File: config.mk
export PLATFORM = sky130hd
export DESIGN_NAME = sat_counter
export DESIGN_NICKNAME = d
export VERILOG_FILES = /design/src/rtl/count_checker_sat_counter.sv
export SDC_FILE = /design/constraint.sdc
export NUM_CORES = 1
export LEC_CHECK = 0
export BUFFER_PORTS_ARGS = -buffer_cell sky130_fd_sc_hd__buf_2
export CAP_MARGIN = 5
export CORE_AREA = 2 2 39 41
export CTS_CLUSTER_DIAMETER = 60
export DETAILED_ROUTE_END_ITERATION = 6
export DIE_AREA = 0 0 41 43
export SLEW_MARGIN = 10
export SYNTH_ARGS = -nofsm -noshare
export SYNTH_HDL_FRONTEND = slang
export SYNTH_SLANG_ARGS = --single-unit
File: constraint.sdc
create_clock -name clk -period 3.5 [get_ports clk]
set_input_delay 0.7 -clock clk [delete_from_list [all_inputs] [get_ports clk]]
set_output_delay 0.7 -clock clk [all_outputs]
set_load 0.01 [all_outputs]
File: src/rtl/count_checker_sat_counter.sv
// rtl/count_checker_sat_counter.sv - saturating event counter with synchronous clear
module sat_counter #(
    parameter int W = 8
) (
    input  logic         clk,
    input  logic         reset,
    input  logic         inc,
    input  logic         clr,
    output logic [W-1:0] value
);

    localparam logic [W-1:0] MAX_VAL = '1;
    localparam logic [W-1:0] ONE     = W'(1);

    // Clear takes effect before the increment so an event on the clearing edge reads as 1
    always_ff @(posedge clk) begin
        if (reset) begin
            value <= '0;
        end else if (clr) begin
            value <= inc ? ONE : '0;
        end else if (inc && (value != MAX_VAL)) begin
            value <= value + ONE;
        end
    end

endmodule

* Word-level counts from Yosys, hierarchy flattened
Cells that the tools add are included.
Cells by class: add/sub/neg operators 1, muxes and demuxes 3, reduce and logical (&&, ||, !) cells 2, equal/unequal tests 1
Operator list (number):
- two-way mux 8 bit | 2
- adder 8 x 1 -> 8 bit, second input constant | 1
- inequality test 8 bit, second input constant | 1
- nonzero test 2 bit | 1
- logical AND 1 bit | 1
- two-way mux 1 bit | 1
Storage, ports and cells: output and inout port bits 8, flip-flop bits (word level) 8, input bits 4, logic and storage cells 8

* Depth between registers and ports, before layout
depth in word-level cells 4, depth in mapped cells 4, depth with buffers taken out 4

* Worst setup path before layout
No wires, ideal clock.
kind input to register, from input inc, to register value[5], buffers on the path 0, setup time 0.112 ns, stages 3, arrival time 1.288 ns, setup slack 2.100 ns, data required time 3.388 ns, cell sequence and4_1 > a21oi_1 > a2111oi_1
Between the ends: longest elaborated chain between the ends 2
Ends and longest elaborated chain:
- start, declared | RTL line 7 | input logic inc,
- logical AND 1 bit | RTL line 21 | end else if (inc && (value != MAX_VAL)) begin
- nonzero test 2 bit (no line)
- end signal, assigned | RTL line 20 | value <= inc ? ONE : '0;
- end signal, assigned | RTL line 22 | value <= value + ONE;
- end, declared | RTL line 9 | output logic [W-1:0] value
No other way between the ends. A chain may end at the register's enable or synchronous reset.

* Final worst setup path
from register value[5], to output value[5]
No word-level cell between the ends.

==> impl_metrics.csv <==
group,metric,value,unit
run_status,outcome,"complete, no violations",
synthesis,synth.avg_cell_area,8.38,sq um
finish,layout-drive-gt1-share,0.242,
critical_path,timing.rr.start,"value[0]$_SDFFE_PP0P_",
critical_path,path_delay_family,"flip-flops",
synthesis,library_cells_used_by_synthesis,25,
detailed_routing,dr.pass1.iters,4,
floorplan,core_area,0.00138,sq mm
detailed_routing,via_per_inst,5.68,
clocking,cts_num_sinks,8,
finish,finish.instance_area,534,sq um
sta,timing_worst_slew_pin_value,428,ps
floorplan,die-height,43,um
detailed_routing,ant_nets,0,
synthesis,netlist_instances,53,
global_route,grt_usage,0.129,
critical_path,critical_path.slowest_cell,"sky130_fd_sc_hd__dfxtp_1",
sta,hold_ws,511,ps
critical_path,nature_of_the_critical_path_startpoint,"register",
critical_path,ff2ff_setup_slack,2130,ps
critical_path,rr_endpoint,"value[6]$_SDFFE_PP0P_",
detailed_routing,length_of_routed_wiring_on_met1,434,um
clocking,clk_pin_slew,50,ps
finish,largest_register,"value",
clocking,post_cts_buffers,0,
critical_path,ff2ff_path_depth,4,
sta,maxSlewViolCount,0,
sta,max-slew-margin-rel,0.714,
detailed_routing,routed.top_layer,"met4",
flow_run,cap_violations,0,
synthesis,synth_warnings,0,
detailed_routing,detailroute.wirelength.met3,87,um
sta,hold_viol,0,
sta,clock-skew-final,4.35,ps
clocking,cts.htree.levels,1,
critical_path,worstSetupStartpoint,"value[5]$_SDFFE_PP0P_",
critical_path,worstSetupPathType,"register to output pin",
synthesis,ys_top_cells_by_area,"sky130_fd_sc_hd__dfxtp_1 (36%), sky130_fd_sc_hd__mux2i_1 (6.8%), sky130_fd_sc_hd__a31oi_1 (5.6%)",
sta,max_freq,627,MHz
synthesis,synth-main-ff-cell,"sky130_fd_sc_hd__dfxtp_1",
synthesis,synthArstFlopShare,0,
global_route,global_route_wire_length_before_repair,1520,um
critical_path,critPathBufInv,1,
synthesis,synth-seq-area-share,0.361,
min_path,whs_endpoint,"value[1]$_SDFFE_PP0P_",
finish,fill_cells,144,
sta,grt_setup_unrepaired,"false",
finish,flow.area_growth_from_synthesis,20.3,%
finish,nets,73,
detailed_routing,dr.first_iter.drc_count,27,
floorplan,initial_utilization,0.321,
floorplan,boundaryPins,12,
detailed_routing,drt_wl_total,937,um
finish,mostFrequentLayoutCells,"sky130_fd_sc_hd__buf_2 (11), sky130_fd_sc_hd__dfxtp_1 (8), sky130_fd_sc_hd__nand2_1 (5)",
min_path,hold_path.class,"register to register",
floorplan,rows,14,
synthesis,synth_top_cell_by_area,"sky130_fd_sc_hd__dfxtp_1",
detailed_routing,vias,466,
placed_design,placement.io_buffers,11,
critical_path,critical_path.endpoint_type,"output pin",
finish,layout.cells.most_common,"sky130_fd_sc_hd__buf_2",
clocking,root_buffer,"sky130_fd_sc_hd__clkbuf_4",
critical_path,critical_path_peak_fanout,8,
placed_design,globalplace.congestion,0.761,
clocking,cts_max_path_buffers,2,
min_path,hp-start,"value[1]$_SDFFE_PP0P_",
finish,antenna_cells,0,
clocking,ctsHoldBuffers,0,
pwr,powerDensity,334,mW/mm^2
placed_design,postPlaceCellArea,512,sq um
detailed_routing,met2RoutedLength,400,um
finish,reg.largest.list,"value: 8 flops",
global_route,grt_pass1_vias,357,
global_route,initial_antenna_violation_count,0,
sta,finalSetupTns,0,ps
finish,max_ffs_per_register,8,
floorplan,die_x,41,um
pwr,leakage_dissipation,0.229,nW
synthesis,post_synth_edffs,0,
synthesis,post-synth-top-area-fraction,0.361,
critical_path,critical_path.cell_chain,"buf_2",
placed_design,dp_hpwl,689,um
critical_path,critPathRequiredTime,2800,ps
clocking,ctsResizeCount,0,
clocking,cts_tree,"yes",
floorplan,dieArea,0.00176,sq mm
detailed_routing,routed_wl_per_cell,11.4,um
pwr,worst_ir_drop_vdd,202,uV
clocking,insertion_delay,250,ps
sta,min_period,1590,ps
sta,fin_crit_sh,0.456,
synthesis,synth_nets,58,
global_route,gr-total-overflow,0,
critical_path,largest_stage_delay_on_the_critical_path,460,ps
global_route,grt_max_degree,9,
clocking,cts-buffers-inserted,3,
critical_path,worstPathArrival,890,ps
synthesis,synth_seq_cells,8,
min_path,whs_path_depth,2,
synthesis,syn_area,444,sq um
sta,setup-violations-final,0,
detailed_routing,detail_route.drc_violations,0,
==> where the power goes <==
part	total (W)	switching, W	internal, W	leakage, nW
registers	0.0000943	0.00000174	0.0000925	0.0648
clock network	0.0000704	0.0000312	0.0000392	0.0138
logic	0.0000136	0.00000736	0.00000625	0.151
total	0.000178	0.0000403	0.000138	0.229
==> kinds of logic after synthesis <==
group / share of synthesized area
simple gates: 0.271
compound gates: 0.223
flops: 0.361
buf+inv: 0.0507
mux: 0.0676
fa+ha+maj: 0.0282
==> synthesized netlist by cell type, types with 2 or more instances <==
cell                      number
sky130_fd_sc_hd__nor2_1        2
sky130_fd_sc_hd__nand4_1       3
sky130_fd_sc_hd__dfxtp_1       8
sky130_fd_sc_hd__a21oi_1       4
sky130_fd_sc_hd__and4_1        2
sky130_fd_sc_hd__a31oi_1       4
sky130_fd_sc_hd__mux2i_1       3
sky130_fd_sc_hd__nand3_1       2
sky130_fd_sc_hd__inv_1         4
sky130_fd_sc_hd__o21ai_0       2
sky130_fd_sc_hd__nand2_1       5
==> tightest hold or removal path: cells and delay by family (launching register included) <==
kind             cells  cell delay, ps
DFF                  1             340
muxes                1              60
and+or+nand+nor      1              70
==> worst max path at each step <==
| stage | to | slack [ps] | cells past startpoint |
|---|---|---|---|
| after floorplan | value[5]$_SDFFE_PP0P_ | 2100 | 3 |
| after CTS | value[7] | 1900 | 1 |
| after global placement | value[5]$_SDFFE_PP0P_ | 1840 | 4 |
| final | value[5] | 1910 | 1 |
| after detailed placement | value[5]$_SDFFE_PP0P_ | 1850 | 4 |
| after global routing | value[7] | 1850 | 1 |
==> per-stage QoR <==
| stage | instances | utilization | power [W] | setup slack (ps) |
|---|---|---|---|---|
| after floorplan | 53 | - | 0.000104 | 2100 |
| after global placement | 79 | 0.370 | 0.000110 | 1840 |
| after detailed placement | 79 | 0.370 | 0.000110 | 1850 |
| after CTS | 82 | 0.386 | 0.000182 | 1900 |
| after global routing | 82 | 0.386 | 0.000189 | 1850 |
| final | 82 | 0.386 | 0.000178 | 1910 |
==> per-layer routing <==
layer	vias to the layer above	track usage
met5	-	0
met4	0	0.0400
met3	2	0.0785
met2	20	0.156
met1	209	0.184
li1	235	-
==> final cells by class <==
class	count	area, sq um	area share
Clock buffer	3	22.5	0.0422
Inverter	4	15.0	0.0281
Multi-Input combinational cell	40	262	0.489
Sequential cell	8	160	0.300
Tap cell	16	20.0	0.0375
Timing Repair Buffer	11	55.1	0.103
No activity file was read; power rests on OpenSTA's default activity.
